## src/rtl/cdf_pkg.sv

```systemverilog
// Shared constants, FSM encoding and index clamp for the connected-domain filter.
package cdf_pkg;

   localparam int unsigned ROW_W   = 512;
   localparam int unsigned IDX_W   = 9;
   localparam int unsigned IDX_MIN = 1;
   localparam int unsigned IDX_MAX = 510;

   typedef enum logic [1:0] {
      IDLE = 2'd0,
      SCAN = 2'd1,
      TRIG = 2'd2,
      FIN  = 2'd3
   } state_t;

   // Limit an index to the mask generator's legal range.
   function automatic logic [IDX_W-1:0] clamp_idx(input logic [IDX_W-1:0] v);
      if (v < IDX_W'(IDX_MIN)) return IDX_W'(IDX_MIN);
      if (v > IDX_W'(IDX_MAX)) return IDX_W'(IDX_MAX);
      return v;
   endfunction

endpackage

```

## src/rtl/seg_first_last_enc.sv

```systemverilog
// Finds the first and last set bit of a segment, position 0 being the MSB.
module seg_first_last_enc #(
   parameter int unsigned SEG_W = 32
) (
   input  logic [SEG_W-1:0]         seg,
   output logic                     any_one,
   output logic [$clog2(SEG_W)-1:0] first_pos,
   output logic [$clog2(SEG_W)-1:0] last_pos
);

   localparam int unsigned POS_W = $clog2(SEG_W);

   assign any_one = |seg;

   // Later iterations win, so scan toward the bit that should take priority.
   always_comb begin
      first_pos = '0;
      last_pos  = '0;
      for (int i = 0; i < int'(SEG_W); i++) begin
         if (seg[i]) first_pos = POS_W'(int'(SEG_W) - 1 - i);
      end
      for (int i = int'(SEG_W) - 1; i >= 0; i--) begin
         if (seg[i]) last_pos = POS_W'(int'(SEG_W) - 1 - i);
      end
   end

endmodule

```

## src/rtl/row_bound_finder_512bit.sv

```systemverilog
// Scans a 512-bit row for its leftmost/rightmost set bit and hands the clamped
// bounds to the mask generator through the trig/done handshake.
module row_bound_finder_512bit
   import cdf_pkg::*;
#(
   parameter int unsigned SEG_W = 32
) (
   input  logic             i_clk,
   input  logic             i_rst,
   input  logic             i_start,
   input  logic [ROW_W-1:0] i_row,
   output logic             o_busy,
   output logic             o_trig,
   input  logic             i_done,
   output logic [IDX_W-1:0] o_bound_index_left,
   output logic [IDX_W-1:0] o_bound_index_right,
   output logic             o_empty,
   output logic             o_finish
);

   localparam int unsigned NSEG  = ROW_W / SEG_W;
   localparam int unsigned CNT_W = $clog2(NSEG);
   localparam int unsigned POS_W = $clog2(SEG_W);

   state_t           state;
   logic [ROW_W-1:0] row_q;
   logic [CNT_W-1:0] seg_cnt;
   logic             found;

   logic             any_one;
   logic [POS_W-1:0] first_pos;
   logic [POS_W-1:0] last_pos;
   logic [IDX_W-1:0] base;
   logic [IDX_W-1:0] left_n;
   logic [IDX_W-1:0] right_n;
   logic             found_n;
   logic             last_seg;

   // The latched row shifts left, so the current segment is always at the top.
   seg_first_last_enc #(.SEG_W(SEG_W)) u_enc (
      .seg       (row_q[ROW_W-1 -: SEG_W]),
      .any_one   (any_one),
      .first_pos (first_pos),
      .last_pos  (last_pos)
   );

   always_comb begin
      base     = IDX_W'(seg_cnt) * IDX_W'(SEG_W);
      left_n   = (any_one && !found) ? base + IDX_W'(first_pos) : o_bound_index_left;
      right_n  = any_one ? base + IDX_W'(last_pos) : o_bound_index_right;
      found_n  = found | any_one;
      last_seg = (seg_cnt == CNT_W'(NSEG - 1));
   end

   always_ff @(posedge i_clk or posedge i_rst) begin
      if (i_rst) begin
         state               <= IDLE;
         row_q               <= '0;
         seg_cnt             <= '0;
         found               <= 1'b0;
         o_busy              <= 1'b0;
         o_trig              <= 1'b0;
         o_empty             <= 1'b0;
         o_finish            <= 1'b0;
         o_bound_index_left  <= '0;
         o_bound_index_right <= '0;
      end else begin
         o_finish <= 1'b0;
         case (state)
            IDLE: begin
               if (i_start) begin
                  row_q               <= i_row;
                  seg_cnt             <= '0;
                  found               <= 1'b0;
                  o_empty             <= 1'b0;
                  o_busy              <= 1'b1;
                  o_bound_index_left  <= '0;
                  o_bound_index_right <= '0;
                  state               <= SCAN;
               end
            end
            SCAN: begin
               row_q   <= row_q << SEG_W;
               seg_cnt <= seg_cnt + CNT_W'(1);
               found   <= found_n;
               if (!last_seg) begin
                  o_bound_index_left  <= left_n;
                  o_bound_index_right <= right_n;
               end else if (found_n) begin
                  // An empty row keeps its zero indices; only real bounds are clamped.
                  o_bound_index_left  <= clamp_idx(left_n);
                  o_bound_index_right <= clamp_idx(right_n);
                  o_trig              <= 1'b1;
                  state               <= TRIG;
               end else begin
                  o_empty <= 1'b1;
                  state   <= FIN;
               end
            end
            TRIG: begin
               if (i_done) begin
                  o_trig <= 1'b0;
                  state  <= FIN;
               end
            end
            FIN: begin
               o_finish <= 1'b1;
               o_busy   <= 1'b0;
               state    <= IDLE;
            end
            default: state <= IDLE;
         endcase
      end
   end

endmodule

```

## config.mk

```make
export PLATFORM = sky130hd
export DESIGN_NAME = row_bound_finder_512bit
export DESIGN_NICKNAME = d
export VERILOG_FILES = /design/src/rtl/cdf_pkg.sv /design/src/rtl/seg_first_last_enc.sv /design/src/rtl/row_bound_finder_512bit.sv
export SDC_FILE = /design/constraint.sdc
export NUM_CORES = 2
export LEC_CHECK = 0
export CAP_MARGIN = 20
export CORE_MARGIN = 5
export CORE_UTILIZATION = 55
export DETAILED_ROUTE_END_ITERATION = 8
export PLACE_DENSITY = 0.86
export SLEW_MARGIN = 10
export SYNTH_ARGS = -nofsm -noshare
export SYNTH_HDL_FRONTEND = slang
export SYNTH_SLANG_ARGS = --single-unit
```

## constraint.sdc

```tcl
create_clock -name i_clk -period 51.1 [get_ports i_clk]
set_input_delay 7.665 -clock i_clk [delete_from_list [all_inputs] [get_ports i_clk]]
set_output_delay 7.665 -clock i_clk [all_outputs]
set_load 0.05 [all_outputs]
```

Word-level counts from Yosys, hierarchy flattened
Index checks and enable logic that the tools add are counted.

cells by class
  equal/unequal tests = 10
  reductions and logical operators = 13
  multiplexer cells = 119
  magnitude comparators = 4
  add/subtract/negate cells = 3
  bitwise logic cells = 1

operator list
  operator                                               number
  one-hot mux 512 bit (2 select lines)                   1
  two-way mux 512 bit                                    1
  two-way mux 5 bit                                      48
  two-way mux 9 bit                                      15
  two-way mux 4 bit                                      9
  one-hot mux 9 bit (2 select lines)                     2
  OR reduction 32 bit                                    1
  two-way mux 1 bit                                      28
  adder 9 x 5 -> 9 bit                                   2
  greater-than comparator 9 bit (second input constant)  2
  < comparator 9 x 1 -> 1 bit (second input constant)    2
  two-way mux 3 bit                                      4
  two-way mux 2 bit                                      5
  != test 2 bit (second input constant)                  5
  one-hot mux 1 bit (2 select lines)                     4
  one-hot mux 2 bit (4 select lines)                     1
  one-hot mux 4 bit (2 select lines)                     1
  AND reduction 4 bit                                    2
  AND reduction 3 bit                                    2
  nonzero test 2 bit                                     3
  adder 4 x 1 -> 4 bit (second input constant)           1
  == test 2 bit (second input constant)                  2
  == test 4 bit (second input constant)                  1
  AND reduction 2 bit                                    2
  other kinds (6)                                        6

storage, ports and cells
  bits of input ports = 516
  word-level logic and storage cells = 160
  output and inout port bits = 22
  bits in registers = 541

Longest topological paths before layout
  depth in word-level cells = 48
  gate-level depth with buffers = 10
  gate-level depth less buffers = 8

By module
From an unflattened synthesis, not the netlist that was laid out.

second synthesis, totals
  cells, all modules = 2434
  area, all modules = 25134.1 µm²

modules (own cells, without submodules)
  module                   sequential area each (µm²)  area each (µm²)  times used  cells each
  row_bound_finder_512bit  13538.0                     24539.8          1           2328
  seg_first_last_enc       0.0                         594.3            1           106

Worst setup path after synthesis
No wires, ideal clock.

  path type = input port to flip-flop
  from = input port i_start
  to = register row_q[126]
  path buffers = 4
  data required time = 51.017 ns
  arrival = 9.146 ns
  stages on the path = 8
  setup time = 0.083 ns
  slack = 41.871 ns
  cell sequence = nand2b_1 -> o21ai_1 -> buf_2 -> clkbuf_1 -> clkbuf_1 -> buf_2 -> nand2_1 -> o21ai_0

on the way
  cells in the longest elaborated chain, start to end = 2

ends and longest elaborated chain
  what                                  line                           RTL
  from (decl)                           row_bound_finder_512bit.sv:10  input logic i_start,
  != test 2 bit (no source line)        -
  AND reduction 2 bit (no source line)  -
  to (signal assigned)                  row_bound_finder_512bit.sv:72  row_q <= i_row;
  to (signal assigned)                  row_bound_finder_512bit.sv:83  row_q <= row_q << SEG_W;
  to (decl)                             row_bound_finder_512bit.sv:26  logic [ROW_W-1:0] row_q;

Every way passes these cells.
A chain may end at the register's enable or synchronous reset.

Final worst setup path
  from = input port i_start
  to = register row_q[311]

The elaborated chain is that of the path after synthesis.

==> results.py <==
metrics = {
    "cts": {
        "path_clk_slew_ns": 0.06,
        "cts_resized": 0,
        "tritoncts": "yes",
        "cts_buffers": 55,
        "clkLatencyLatePin_ns": 0.61,
        "cts_setup_buffers": 0,
        "clockRootBuffer": "clkbuf_16",
        "cts_max_path_buffers": 3,
        "clock_sinks": 541,
        "ctsHoldBuffers": 0,
        "htreeDepth": 2,
    },
    "synth": {
        "synth_edf_count": 0,
        "ys_warn_count": 0,
        "syn_nets": 2934,
        "synthCells": 2413,
        "synth_area_sq_mm": 0.0250,
        "ys_async_sr_fraction_pct": 100,
        "avgSynthCellArea_sq_um": 10.4,
        "ys_types": 59,
        "synth_seq_area_share_pct": 54.2,
        "ys_ff_latch": 541,
        "synthFlopType": "dfrtp_1",
    },
    "critical_path": {
        "criticalPathCategory": "in -> reg",
        "cp-start-kind": "input port",
        "slowest_delay_ns": 0.86,
        "endpoint_kind": "register",
        "slowest_stage": "buf_4",
        "crit_chain": "clkdlybuf4s50_1, nand2b_1, o21ai_4, buf_4, buf_4, buf_12, o21ai_0",
        "cpLargestDelayFamily": "buffers and inverters",
        "worst-path-buf-inv": 4,
        "critPathMaxFanout": 313,
        "crit_arrival_ns": 11.74,
        "critPathMostFrequentCell": "buf_4",
        "cp_data_required_time_ns": 51.52,
    },
    "finish": {
        "final_cell_mix": "dfrtp_1 (541), clkdlybuf4s50_1 (537), nand2_1 (505)",
        "syn2layout_area_growth_pct": 30.5,
        "layout-drive-gt1-share_pct": 4.39,
        "nNetsFinal": 3372,
        "final_common_cell": "dfrtp_1",
        "fin_util_pct": 72.2,
    },
    "sta": {
        "period_share_pct": 22.1,
        "fin_skew_ns": 0.0122,
        "finalMaxSlewViolations": 0,
        "timing.setup.tns_ns": 0,
        "hold_violations": 0,
        "setup_ws_ns": 39.78,
        "rsz0062_at_grt": "no",
        "fin_crit_ns": 11.32,
        "clock.fmax_mhz": 88.4,
        "worst-slew-pin-transition_ns": 1.16,
        "final-setup-viol-count": 0,
        "slew_headroom_pct": 22.8,
    },
    "global_routing": {
        "grt_first_pass_wirelength_um": 117000,
        "antenna_found_initial": 36,
        "grt_max_degree": 322,
        "grt-ovfl-total": 0,
        "grt_pass1_vias": 19800,
        "grtUsageTotal_pct": 30.1,
    },
    "status": {
        "status": "completed",
    },
    "drt": {
        "postRouteWirelength_um": 77300,
        "post_drt_wl_per_cell_um": 22.0,
        "drt_first_iter_violations": 1567,
        "dr.pass1.iters": 7,
        "route.detailed.drc": 0,
        "via_per_inst": 5.61,
        "vias": 19700,
        "ant_nets": 0,
    },
    "min_path": {
        "hold_class": "reg -> reg",
    },
    "power_and_ir_drop": {
        "ir_worst_vdd_mv": 0.0671,
        "p_per_area_mw_per_mm2": 65.0,
        "p_leak_nw": 14.1,
    },
    "flow_run": {
        "maxCapViolations": 0,
    },
    "floorplanning": {
        "die-height_um": 223,
        "core-area_sq_mm": 0.0452,
        "die_x_um": 223,
        "io_pins": 538,
        "initial_core_util_pct": 55.3,
        "die_area_sq_mm": 0.0498,
        "num_rows": 78,
    },
    "placed_design": {
        "place.gp.congestion": 0.966,
        "port_buffers": 537,
        "pre_cts_ws_ns": 39.30,
        "dp_hpwl_um": 56300,
    },
}
[state kept, by name (all words and copies together), names as in the netlist]
name and cells:
o_bound_index_left 9, found 1, o_empty 1, row_q 512
state 2, o_bound_index_right 9, o_finish 1, o_trig 1
seg_cnt 4, o_busy 1
[routing by layer]
metal  GRT usage, %  share of wire, %  vias to the layer above
li1               -                 -                     9351
met1           37.1                38                     9430
met2           49.9                49                      679
met3           9.74               8.2                      188
met4           11.4               4.1                       38
met5              0              0.32                        -
[cells in the mapped netlist (3+ instances only)]
master / number / area (sq um)
dfrtp_1: 541 / 13500
ha_1: 5 / 62.6
nor3_1: 11 / 55.1
buf_2: 12 / 60.1
buf_1: 5 / 18.8
nor2_1: 24 / 90.1
nand2b_1: 4 / 25.0
nor4_1: 7 / 43.8
or4_1: 3 / 22.5
o31ai_1: 3 / 22.5
o211ai_1: 4 / 30.0
nand2_1: 505 / 1900
clkbuf_1: 154 / 578
nor2b_1: 5 / 31.3
inv_1: 13 / 48.8
nand3_1: 7 / 35.0
a22oi_1: 6 / 45.0
o21ai_0: 500 / 2500
o21ai_1: 4 / 20.0
a21oi_1: 22 / 110
nor4_2: 3 / 37.5
a22o_1: 41 / 359
mux2i_1: 481 / 4810
nor4_4: 6 / 128
[area by class of cell]
cell class	instances	area (sq um)
Antenna cell	20	50.0
Clock buffer	76	1560
Clock inverter	22	339
Fill cell	3235	12600
Inverter	13	56.3
Multi-Input combinational cell	1686	10800
Sequential cell	541	13500
Tap cell	600	751
Timing Repair Buffer	554	5590
[metrics by stage]
| stage | instances | total power [mW] | instance area (sq um) | hold slack [ns] |
|---|---|---|---|---|
| 3_5_place_dp | 3393 | 1.69 | 30700 | 0.470 |
| 4_1_cts | 3491 | 2.13 | 32500 | 0.483 |
| 6_report | 3512 | 2.12 | 32600 | 0.477 |
| 3_3_place_gp | 3393 | 1.65 | 30700 | 0.460 |
| 2_1_floorplan | 2413 | 1.44 | 25000 | 0.450 |
| 5_1_grt | 3506 | 2.27 | 32600 | 0.498 |
[path summary, 6_finish.rpt]
kind                             from         end  slack [ns]  depth (start not counted)
max in group asynchronous       i_rst   row_q[15]       41.13                          4
max                           i_start  row_q[311]       39.78                          7
max reg2reg                  state[1]  row_q[311]       46.37                          7
min                        row_q[300]  row_q[300]        0.48                          2
min reg2reg                row_q[300]  row_q[300]        0.48                          2
min in group asynchronous       i_rst  row_q[371]        7.57                          2
[tightest hold or removal path, stage by stage (launching register included)]
cell     delay [ns]
dfrtp_1        0.34
nand2_1        0.05
o21ai_0        0.06
[where the power goes]
group | switching (mW) | leakage, nW | total, mW | internal (mW)
Clock | 0.171 | 0.935 | 0.425 | 0.253
Sequential | 0.157 | 6.76 | 0.803 | 0.646
Combinational | 0.536 | 6.44 | 0.894 | 0.359
Total | 0.864 | 14.1 | 2.12 | 1.26
[kinds of logic (layout without fill, tap and decap cells)]
group	after synthesis	after routing	synth area share, %
adders and majority gates	5	5	0.250
muxes	481	481	19.3
other	0	20	0
DFF	541	541	54.2
buffers and inverters	186	665	2.91
and+or+nand+nor	593	593	10.1
AOI/OAI and AO/OA	607	607	13.3
(Power assumes the default switching activity.)
